File: src/rtl/rv_inst_decoder.sv
// Streaming RV32I instruction decoder: combinational field split and legality check,
// followed by a small output FIFO with backpressure and saturating statistics counters.
module rv_inst_decoder #(
  parameter int XLEN  = 32,
  parameter int DEPTH = 2,
  parameter int CNT_W = 16
) (
  input  logic             clk,
  input  logic             rst_n,
  input  logic             in_valid,
  output logic             in_ready,
  input  logic [XLEN-1:0]  in_inst,
  output logic             out_valid,
  input  logic             out_ready,
  output logic [2:0]       out_type,
  output logic [6:0]       out_opcode,
  output logic [4:0]       out_rd,
  output logic [4:0]       out_rs1,
  output logic [4:0]       out_rs2,
  output logic [2:0]       out_func3,
  output logic [6:0]       out_func7,
  output logic [XLEN-1:0]  out_imm,
  output logic [XLEN-1:0]  out_raw,
  output logic [CNT_W-1:0] cnt_decoded,
  output logic [CNT_W-1:0] cnt_illegal,
  input  logic             clr_cnt
);

  // Handshake: a word transfers on in_valid && in_ready, an entry on out_valid && out_ready;
  // out_valid never waits on out_ready, and in_ready depends only on registered occupancy.

  localparam int AW = $clog2(DEPTH);
  localparam int CW = AW + 1;

  localparam logic [2:0] TY_R   = 3'd0;
  localparam logic [2:0] TY_I   = 3'd1;
  localparam logic [2:0] TY_S   = 3'd2;
  localparam logic [2:0] TY_B   = 3'd3;
  localparam logic [2:0] TY_U   = 3'd4;
  localparam logic [2:0] TY_J   = 3'd5;
  localparam logic [2:0] TY_ILL = 3'd7;

  typedef struct packed {
    logic [2:0]      typ;
    logic [6:0]      opc;
    logic [4:0]      rd;
    logic [4:0]      rs1;
    logic [4:0]      rs2;
    logic [2:0]      f3;
    logic [6:0]      f7;
    logic [XLEN-1:0] imm;
    logic [XLEN-1:0] raw;
  } entry_t;

  entry_t     dec;
  logic       dec_illegal;
  logic [2:0] f3_w;
  logic [6:0] f7_w;
  logic       sgn;

  assign f3_w = in_inst[14:12];
  assign f7_w = in_inst[31:25];
  assign sgn  = in_inst[31];

  always_comb begin
    dec         = '0;
    dec_illegal = 1'b0;
    dec.opc     = in_inst[6:0];
    dec.raw     = in_inst;
    unique case (in_inst[6:0])
      7'h33: begin
        dec.typ = TY_R;
        dec.rd  = in_inst[11:7];
        dec.rs1 = in_inst[19:15];
        dec.rs2 = in_inst[24:20];
        dec.f3  = f3_w;
        dec.f7  = f7_w;
        dec_illegal = !((f7_w == 7'h00) ||
                        (f7_w == 7'h20 && (f3_w == 3'b000 || f3_w == 3'b101)));
      end
      7'h13: begin
        dec.typ = TY_I;
        dec.rd  = in_inst[11:7];
        dec.rs1 = in_inst[19:15];
        dec.f3  = f3_w;
        dec.imm = {{(XLEN-12){sgn}}, in_inst[31:20]};
        // Shift-immediate forms reuse the upper immediate bits as a func7 field.
        dec_illegal = (f3_w == 3'b001 && f7_w != 7'h00) ||
                      (f3_w == 3'b101 && f7_w != 7'h00 && f7_w != 7'h20);
      end
      7'h23: begin
        dec.typ = TY_S;
        dec.rs1 = in_inst[19:15];
        dec.rs2 = in_inst[24:20];
        dec.f3  = f3_w;
        dec.imm = {{(XLEN-12){sgn}}, in_inst[31:25], in_inst[11:7]};
        dec_illegal = (f3_w > 3'b010);
      end
      7'h63: begin
        dec.typ = TY_B;
        dec.rs1 = in_inst[19:15];
        dec.rs2 = in_inst[24:20];
        dec.f3  = f3_w;
        dec.imm = {{(XLEN-13){sgn}}, in_inst[31], in_inst[7], in_inst[30:25],
                   in_inst[11:8], 1'b0};
        dec_illegal = (f3_w == 3'b010 || f3_w == 3'b011);
      end
      7'h17: begin
        dec.typ = TY_U;
        dec.rd  = in_inst[11:7];
        dec.imm = {in_inst[31:12], 12'b0};
      end
      7'h6F: begin
        dec.typ = TY_J;
        dec.rd  = in_inst[11:7];
        dec.imm = {{(XLEN-21){sgn}}, in_inst[31], in_inst[19:12], in_inst[20],
                   in_inst[30:21], 1'b0};
      end
      default: dec_illegal = 1'b1;
    endcase
    if (dec_illegal) begin
      dec     = '0;
      dec.typ = TY_ILL;
      dec.opc = in_inst[6:0];
      dec.raw = in_inst;
    end
  end

  entry_t          mem_q [DEPTH];
  logic [AW-1:0]   wr_ptr_q, rd_ptr_q;
  logic [CW-1:0]   count_q, count_d;
  logic            in_ready_q;
  logic            push, pop;
  logic [CNT_W-1:0] cnt_dec_q, cnt_ill_q;
  entry_t          head;

  assign in_ready  = in_ready_q;
  assign out_valid = (count_q != '0);
  assign push      = in_valid && in_ready_q;
  assign pop       = out_valid && out_ready;

  always_comb begin
    count_d = count_q;
    unique case ({push, pop})
      2'b10:   count_d = count_q + CW'(1);
      2'b01:   count_d = count_q - CW'(1);
      default: count_d = count_q;
    endcase
  end

  always_ff @(posedge clk or negedge rst_n) begin
    if (!rst_n) begin
      wr_ptr_q   <= '0;
      rd_ptr_q   <= '0;
      count_q    <= '0;
      in_ready_q <= 1'b0;
    end else begin
      if (push) wr_ptr_q <= wr_ptr_q + AW'(1);
      if (pop)  rd_ptr_q <= rd_ptr_q + AW'(1);
      count_q    <= count_d;
      in_ready_q <= (count_d != CW'(DEPTH));
    end
  end

  // Storage needs no reset: the head is masked whenever the buffer is empty.
  always_ff @(posedge clk) begin
    if (push) mem_q[wr_ptr_q] <= dec;
  end

  always_ff @(posedge clk or negedge rst_n) begin
    if (!rst_n) begin
      cnt_dec_q <= '0;
      cnt_ill_q <= '0;
    end else if (clr_cnt) begin
      cnt_dec_q <= '0;
      cnt_ill_q <= '0;
    end else if (push) begin
      if (!dec_illegal && cnt_dec_q != '1) cnt_dec_q <= cnt_dec_q + CNT_W'(1);
      if (dec_illegal && cnt_ill_q != '1)  cnt_ill_q <= cnt_ill_q + CNT_W'(1);
    end
  end

  assign cnt_decoded = cnt_dec_q;
  assign cnt_illegal = cnt_ill_q;

  assign head       = out_valid ? mem_q[rd_ptr_q] : '0;
  assign out_type   = head.typ;
  assign out_opcode = head.opc;
  assign out_rd     = head.rd;
  assign out_rs1    = head.rs1;
  assign out_rs2    = head.rs2;
  assign out_func3  = head.f3;
  assign out_func7  = head.f7;
  assign out_imm    = head.imm;
  assign out_raw    = head.raw;

endmodule

File: config.mk
export PLATFORM = sky130hd
export DESIGN_NAME = rv_inst_decoder
export DESIGN_NICKNAME = d
export VERILOG_FILES = /design/src/rtl/rv_inst_decoder.sv
export SDC_FILE = /design/constraint.sdc
export NUM_CORES = 1
export LEC_CHECK = 0
export BUFFER_PORTS_ARGS = -buffer_cell sky130_fd_sc_hd__buf_2
export CAP_MARGIN = 20
export CORE_ASPECT_RATIO = 1.25
export CORE_MARGIN = 8
export CORE_UTILIZATION = 51
export CTS_BUF_LIST = sky130_fd_sc_hd__clkbuf_16
export CTS_CLUSTER_SIZE = 28
export DETAILED_ROUTE_END_ITERATION = 12
export PLACE_DENSITY = 0.77
export SETUP_SLACK_MARGIN = 0.4
export SLEW_MARGIN = 20
export SYNTH_ARGS = -nofsm -noshare
export SYNTH_HDL_FRONTEND = slang
export SYNTH_SLANG_ARGS = --single-unit
File: constraint.sdc
create_clock -name clk -period 4.43 [get_ports clk]
set_input_delay 0.2215 -clock clk [delete_from_list [all_inputs] [get_ports clk]]
set_output_delay 0.2215 -clock clk [all_outputs]
set_load 0.01 [all_outputs]
# Word level (Yosys, flattened, before mapping)
# Memories as Yosys holds them, arrays and structs flattened.
# Index checks and enable logic that the tools add are counted.
# classes
mux,19
reduce_logical,27
magnitude_cmp,1
add_sub_neg,6
eq_ne,17
# ops
cell,count
$mux 99,2
$pmux 32 s5,1
$mux 16,6
$add 16x1->16 const B,2
$ne 16x16->1 const B,2
$eq 7x6->1 const B,3
$mux 5,3
$pmux 3 s5,1
$eq 7x5->1 const B,2
$eq 7x7->1 const B,2
$logic_and 1x1->1,8
$reduce_bool 2->1,4
$reduce_or 4->1,2
$logic_not 7->1,1
$mux 7,1
$ne 7x6->1 const B,1
$reduce_bool 7->1,1
$eq 3x2->1 const B,2
$pmux 1 s5,1
$logic_or 1x1->1,4
$pmux 2 s2,1
$reduce_and 2->1,2
$eq 3x1->1 const B,1
$eq 3x3->1 const B,1
13 further kinds,16
# totals
inputBits,37
ramBits,198
word_cells,77
out_inout_bits,133
regBits,37
mem_count,1
# memory_table
memory,words,word_bits,read_ports,rd_ports_with_merged_regs,wr,line_no,text
mem_q,2,99,1,0,1,129,entry_t mem_q [DEPTH];

# Depth between registers and ports, before layout
# Gate-level depths: netlist of run 1.
# logic_depth
ltp_word,11
ltp_mapped,9
mapped_depth_nobuf,8

# Worst setup path after synthesis of run 1
# No wires, ideal clock.
# synth_path
kind,register to register
start,"reg in_ready_q, in the netlist in_ready"
end,mem mem_q[0][10] in the netlist's numbering (enable)
t_arrival_ns,4.377
setup_ns,0.544
required_time_ns,3.886
path_stages_with_launch,3
n_path_buf,0
setup_slack_ns,-0.491
cell_sequence,dfrtp_1 > nand2_1 > nor2_1
# synth_between
elab_chain_len,3
# synth_rtl
item,line_no,text
start: declaration,132,logic in_ready_q;
start signal: assignment,161,in_ready_q <= (count_d != CW'(DEPTH));
$logic_and 1x1->1,139,assign push = in_valid && in_ready_q;
$mux 1,167,if (push) mem_q[wr_ptr_q] <= dec;
$mux 1 (implied by the code),167,
end: declaration,129,
# Every way passes these cells.

==> key figures, run 1 <==
Drt
  • Via-to-Cell Ratio: roughly 5.6
  • M1 WL: 8800 microns
  • Met3 WL: 1680 microns
  • Via count: 6,605
  • Router iterations before antenna repair: 7
  • Average wire per standard cell: around 19 microns
  • Uppermost layer routed: met4
  • ANT nets after route: 0
  • DRT Wirelength: 22,800 microns
  • DRC Markers: 0
  • Met2 WL: 11,600 microns
  • Initial DRC Count: 517

Timing
  • Minimum clock period: between 2000 and 3000 ps
  • Tightest Pin Transition: 1010 ps
  • Final number of max-transition violations: 0
  • Worst rel slew slack: 31.8%
  • Post-route setup TNS: 0 ps
  • Hold_ws: 16.3 ps
  • RSZ-0062 raised after global routing: no
  • Peak Freq: 0.344 GHz
  • Fin crit share: 65.6%
  • Hold Vio Cnt, Final: 0
  • Final setup skew: 10.2 ps
  • Final setup vio count: 0

Global route
  • Initial antenna violation count: 0
  • Vias in the first global route: roughly 6.8k
  • Total track usage: 19.1%
  • First-pass GRT wire length: around 36,000 microns
  • Pin count of the biggest net entering global routing: 76
  • GR Overflow Total: 0

Setup path
  • Critical Path End Type: flip-flop
  • Crit Path Max Fanout: 20
  • Worst Setup Start Kind: input pin
  • FF-to-FF setup slack: between 2000 and 2500 ps
  • Critical Path RT: around 4600 ps
  • RR Startpoint: cnt_decoded[5]
  • Critical path type: input pin to flip-flop
  • Reg2reg end: cnt_decoded[15]
  • Reg2Reg Depth: 6
  • WP data arrival: 3120 ps
  • Critical Path Source: in_inst[0]

Logic synthesis
  • Cells after Synth: 747
  • Post-synth cell types: between 50 and 60
  • EDFF count, synth: 184
  • FF+latch count, synth: about 220
  • Top FF cell, synth: edfxtp_1
  • Synth warn: 0
  • Seq/Total Area, Yosys: roughly two thirds
  • Post-synthesis cell area: about 9700 sq um
  • Share of flip-flops with an asynchronous set or reset: about 17%
  • Synth Area per Inst: 13.0 sq um

Clocking
  • CTS clk-pin slew, worst paths: around 60 ps
  • Worst-case clock buffer depth: 3
  • Root buffer cell: clkbuf_16
  • H-tree depth: 1
  • Clock latency on the worst-skew pair: 500 ps
  • CTS tree: built
  • CTS buffer count: 22
  • CTS sink count: 221

Floorplan
  • FP Rows: 56
  • Initial Util: 51.8%
  • IO Pins: 170
  • Die ar.: between 20,000 and 25,000 sq um
  • Placeable Area: around 19,000 sq um
  • Die span in x: 139 microns
  • DIE HEIGHT: 170 microns

Hold path
  • Hold Crit Class: input pin to flip-flop
  • Hold_sp: in_inst[24]
  • Min-Delay Endpoint: mem_q[0][24]
  • Count of cells along the worst hold path: 1

Placed design
  • Port Buffers: 169
  • Final RePlAce weighted congestion: 0.844
  • Post-DP HPWL: 15,500 microns

Cells and area
  • Share of post-route cells with drive strength above 1: 23.8%
  • Net count of the finished layout: between 900 and 1k
  • Fin util: 62.6%
  • ANT cells: 0
  • Area grow syn2layout: 20.8%

Power
  • Pwr dens: 599 nW/um^2
  • Static Leak: 4.76 nW
  • Worst IR Drop VDD: 0.000374 V

Run
  • MaxCap Viol Count: 0

Outcome
  • Status: complete, no violations
-- synth_stat cells (2+ instances only) --
cell type | count | area [sq um]
edfxtp_1 | 184 | 5530
nor2_1 | 129 | 484
mux2i_1 | 95 | 951
a21oi_1 | 41 | 205
dfrtp_1 | 37 | 926
nand2_1 | 30 | 113
and2_1 | 26 | 163
nand3_1 | 20 | 100
clkbuf_1 | 15 | 56.3
inv_1 | 15 | 56.3
o21ai_0 | 14 | 70.1
buf_1 | 12 | 45.0
or3_1 | 12 | 75.1
nor2b_1 | 11 | 68.8
mux2_2 | 8 | 90.1
buf_2 | 7 | 35.0
buf_4 | 7 | 52.6
nand4_1 | 7 | 43.8
o31ai_1 | 6 | 45.0
xnor2_1 | 6 | 52.6
a22oi_1 | 5 | 37.5
nor3_1 | 5 | 25.0
or4_1 | 5 | 37.5
nand2b_1 | 4 | 25.0
nor4_1 | 4 | 25.0
xor2_1 | 4 | 35.0
and3_1 | 3 | 18.8
and4_1 | 3 | 26.3
ha_1 | 3 | 37.5
or2_2 | 3 | 18.8
a21o_1 | 2 | 15.0
a32oi_1 | 2 | 17.5
buf_6 | 2 | 22.5
nor3b_1 | 2 | 15.0
o2111ai_1 | 2 | 17.5
-- worst max path at each step --
stage	depth (start not counted)	slack [ps]	end
floorplan	2	1060	mem_q[0][10]
global placement	7	1760	mem_q[0][34]
detailed placement	7	1650	mem_q[1][53]
CTS	8	1670	mem_q[0][53]
global route	8	1290	mem_q[1][58]
finish	8	1530	mem_q[0][53]
-- registers in the layout, summed over array words and instances (netlist names) --
| register | flops |
|---|---|
| cnt_decoded | 16 |
| wr_ptr_q | 1 |
| mem_q | 184 |
| cnt_illegal | 16 |
| in_ready | 1 |
| count_q | 2 |
| rd_ptr_q | 1 |
-- per-layer routing --
| layer | global-route usage [%] | vias up |
|---|---|---|
| li1 | - | 3084 |
| met1 | 22.0 | 3247 |
| met2 | 34.3 | 231 |
| met3 | 4.37 | 43 |
| met4 | 7.13 | 0 |
| met5 | 0 | - |
-- stage by stage --
step / setup WS (ps) / total power, W / instance area (sq um) / cells
2_1_floorplan: 1060 / 0.00431 / 9730 / 758
5_1_grt: 1290 / 0.00736 / 11700 / 1184
3_3_place_gp: 1760 / 0.00517 / 10700 / 1121
6_report: 1530 / 0.00701 / 11700 / 1184
3_5_place_dp: 1650 / 0.00522 / 10700 / 1121
4_1_cts: 1670 / 0.00710 / 11700 / 1184
-- cell usage in the layout, fill, tap and decap left out, drive strengths merged, types with 4 or more instances in the layout --
master       netlist  layout
dlygate4sd3        0      23
dfrtp             37      37
or4                5       5
a22oi              5       5
nand4              7       7
nand2b             4       4
nand2             30      30
o31ai              6       6
buf               28     174
clkinv             0       8
nor2b             11      11
xor2               4       4
nor3               5       5
and2              26      26
nor2             129     129
or3               12      12
conb               1      12
nor4               4       4
xnor2              6       6
inv               15      20
edfxtp           184     184
mux2i             95      95
nand3             20      20
mux2               8       8
a21oi             41      41
clkbuf            15      23
o21ai             15      15
-- power by group --
part / internal, W / total (W) / switching [W]
clock network: 0.00112 / 0.00187 / 0.000751
registers: 0.00270 / 0.00293 / 0.000230
logic: 0.000858 / 0.00221 / 0.00136
total: 0.00468 / 0.00701 / 0.00234
-- logic make-up after synthesis --
group           count (synthesis)  synth area share (%)
other cells                     1                0.0387
fa+ha+maj                       3                 0.387
buf+inv                        58                  2.76
flops                         221                  66.6
mux                           103                  10.7
simple gates                  267                  13.2
compound gates                 84                  5.40
xor+xnor                       10                 0.904
-- cell type report --
type / instances / area [sq um]
tap: 232 / 290
inverter: 15 / 56.3
sequential: 221 / 6450
fill: 1421 / 7000
timing repair buffer: 197 / 1130
clock inverter: 17 / 168
clock buffer: 23 / 576
multi-input combinational: 479 / 3040
-- worst max-delay path, stage by stage --
cell	delay (ps)
dlygate4sd3_1	550
buf_2	140
nor4bb_2	530
and2_1	460
a32oi_1	190
o211ai_1	380
or2_2	520
a21oi_1	120
-- repair_timing --
item	CTS	global route
endpoints found under the hold margin	80	0
hold buffers	23	0
setup buffers	0	0
gates resized for setup	0	0
Note: power is estimated with default switching activity, not from simulation.
==> inputs of run 2 (changes only) <==
==> constraint.sdc (replaced) <==
create_clock -name clk -period 2.4 [get_ports clk]
set_input_delay 0.12 -clock clk [delete_from_list [all_inputs] [get_ports clk]]
set_output_delay 0.12 -clock clk [all_outputs]
set_load 0.01 [all_outputs]
==> key figures, run 2 (synthesis gave the netlist of run 1 again) <==
Setup path
  • CP max-delay cell: or4b_4
  • CP top delay family: simple AND/OR/NAND/NOR gates
  • Critical Path End Type: flip-flop
  • Max incr delay on CP: 490 ps (-60 ps)
  • CP most frequent cell: buf_6
  • Critical path type: flip-flop to flip-flop
  • Crit-path cells: ha_4 -> nand3_2 -> or3_1 -> o21a_2 -> buf_4 -> buf_6 -> or4b_4 -> buf_6 -> o21ai_2 -> a21oi_2
  • FF-to-FF setup slack: 280 ps (-1760 ps)
  • Critical path buffers and inverters: 3 (+1)
  • Critical Path RT: 2780 ps (-1860 ps)
  • WP data arrival: 2490 ps (-630 ps)
  • Worst Setup Start Kind: flip-flop
  • Crit Path Max Fanout: 4 (-80%)

Cells and area
  • Finished Cell Area: 12,500 sq um (+7.1%)
  • Share of post-route cells with drive strength above 1: 30.5% (+6.7 points)
  • Commonest non-fill, non-tap cell in the layout: edfxtp_1
  • Largest register by flop count: mem_q
  • Net count of the finished layout: 1,044 (+7.0%)
  • Number of fill cells in the layout: 1,334 (-6.1%)
  • Max FFs per register: 184 (unchanged)
  • ANT cells: 0 (unchanged)
  • Area grow syn2layout: 29.4%
  • Most frequent cells in the layout: edfxtp_1, buf_2, nor2_1, mux2i_1, buf_4
  • Fin cells: 1,251 (+5.7%)

Clocking
  • H-tree depth: 1 (unchanged)
  • CTS clk-pin slew, worst paths: 60 ps (about the same)
  • Root buffer cell: clkbuf_16
  • Worst-case clock buffer depth: 3 (unchanged)
  • CTS buffer count: 22 (unchanged)
  • CTS tree: built
  • CTS sink count: 221 (unchanged)
  • Clock latency on the worst-skew pair: 500 ps (about the same)

Placed design
  • Pre-CTS WS: 122 ps (-1530 ps)
  • Final RePlAce weighted congestion: 0.842 (-0.24%)
  • Placed Instances: 1,152 (+2.8%)
  • Post-DP HPWL: 15,300 microns (-1.1%)
  • Dpl cell area: 11,100 sq um (+3.1%)
  • Port Buffers: 169 (unchanged)

Run
  • MaxCap Viol Count: 0 (unchanged)

Global route
  • Pin count of the biggest net entering global routing: 93 (+22%)
  • GR Overflow Total: 0 (unchanged)
  • Met3 global-route usage: 5.10% (+0.73 points)
  • First-pass GRT wire length: 36,700 microns (+1.1%)
  • Vias in the first global route: 6,779 (-0.28%)
  • Initial antenna violation count: 4 (+4)
  • Total track usage: 19.4% (+0.25 points)
  • Global routing usage on met1: 22.7% (+0.72 points)
  • Grt met2 use: 33.7% (-0.62 points)
  • GR peak layer: met2

Drt
  • Average wire per standard cell: 19.5 microns (+1.6%)
  • DRC Markers: 0 (unchanged)
  • Router iterations before antenna repair: 5 (-2)
  • Via count: 6,899 (+4.5%)
  • DRT Wirelength: 24,400 microns (+7.4%)
  • Initial DRC Count: 475 (-8.1%)
  • ANT nets after route: 0 (unchanged)
  • Via-to-Cell Ratio: 5.51 (-1.1%)

Outcome
  • Status: complete, no violations

Timing
  • RSZ-0062 raised after global routing: yes
  • Fin crit share: 88.1%
  • Peak Freq: 0.473 GHz
  • Final setup vio count: 0 (unchanged)
  • Final number of max-transition violations: 0 (unchanged)
  • Final setup skew: 12.4 ps (+2.19 ps)
  • Worst setup margin: 285 ps (-1240 ps)
  • Worst rel slew slack: 42.5% (+11 points)
  • Minimum clock period: 2120 ps
  • Post-route setup TNS: 0 ps (unchanged)
  • Hold Vio Cnt, Final: 0 (unchanged)
  • Tightest Pin Transition: 863 ps (-152 ps)

Floorplan
  • Placeable Area: 18,700 sq um (unchanged)
  • Die ar.: 23,700 sq um (unchanged)
  • Initial Util: 51.8% (unchanged)
  • IO Pins: 170 (unchanged)
  • DIE HEIGHT: 170 microns (unchanged)
  • FP Rows: 56 (unchanged)
  • Die span in x: 139 microns (unchanged)

Power
  • Sequential group share of total power: 39.1% (-2.6 points)
  • Clock power frac: 25.0% (-1.7 points)
  • Final Power: 0.0133 W (+90%)
  • Switch share: 33.5% (+0.19 points)
  • Static Leak: 5.15 nW (+8.1%)
  • Net load switching power: 0.00447 W (+91%)
  • Pwr dens: 1060 nW/um^2 (+78%)
  • Worst IR Drop VDD: 0.000608 V (+62%)
  • Combinational share of power: 35.8% (+4.2 points)
  • Internal power: 0.00887 W (+90%)

Hold path
  • Hold Crit Class: input pin to flip-flop
run 2: worst paths after layout:
check | start | end | depth (start not counted)
max in group asynchronous | rst_n | rd_ptr_q | 2
worst max-delay path | cnt_decoded[0] | cnt_decoded[8] | 10
worst min register to register | count_q[1] | count_q[1] | 1
worst max register to register | cnt_decoded[0] | cnt_decoded[8] | 10
worst min-delay path | in_inst[29] | mem_q[1][41] | 2
min in group asynchronous | rst_n | cnt_decoded[1] | 2
run 2: layout make-up:
class / instances / area, sq um / area share [%]
clock buffers: 23 / 576 / 4.59
clock inverters: 16 / 131 / 1.05
inverters: 15 / 56.3 / 0.449
multi-input cells: 480 / 3220 / 25.7
flip-flops and latches: 221 / 6460 / 51.5
well taps: 232 / 290 / 2.32
repair buffers: 264 / 1800 / 14.4
run 2: layer usage:
metal	up-vias	wire length (microns)	share of wire (%)
met5	-	40	0.16
met4	8	725	3.0
met3	57	1770	7.3
met2	291	12300	51
met1	3317	9560	39
li1	3226	-	-
run 2: power by group through the flow:
stage | logic [W] | clock network [W] | registers (W)
final | 0.00478 | 0.00334 | 0.00522
after global routing | 0.00517 | 0.00354 | 0.00528
after CTS | 0.00461 | 0.00339 | 0.00521
after detailed placement | 0.00442 | 0 | 0.00534
after global placement | 0.00439 | 0 | 0.00530
after floorplan | 0.00272 | 0 | 0.00522
run 2: timing repair:
item	in CTS	in global routing
pin swaps	6	7
setup endpoints to repair	91	41
hold buffers	35	0
cloned	1	4
buffers inserted	14	6
endpoints found under the hold margin	102	0
resized for setup	9	35
run 2: per-stage QoR:
step | hold WS [ps] | utilization, %
after global routing | 26.8 | 67.0
after floorplan | -176 | -
after detailed placement | 278 | 59.1
after CTS | 9.28 | 65.6
after global placement | 280 | 59.1
final | 35.9 | 67.0
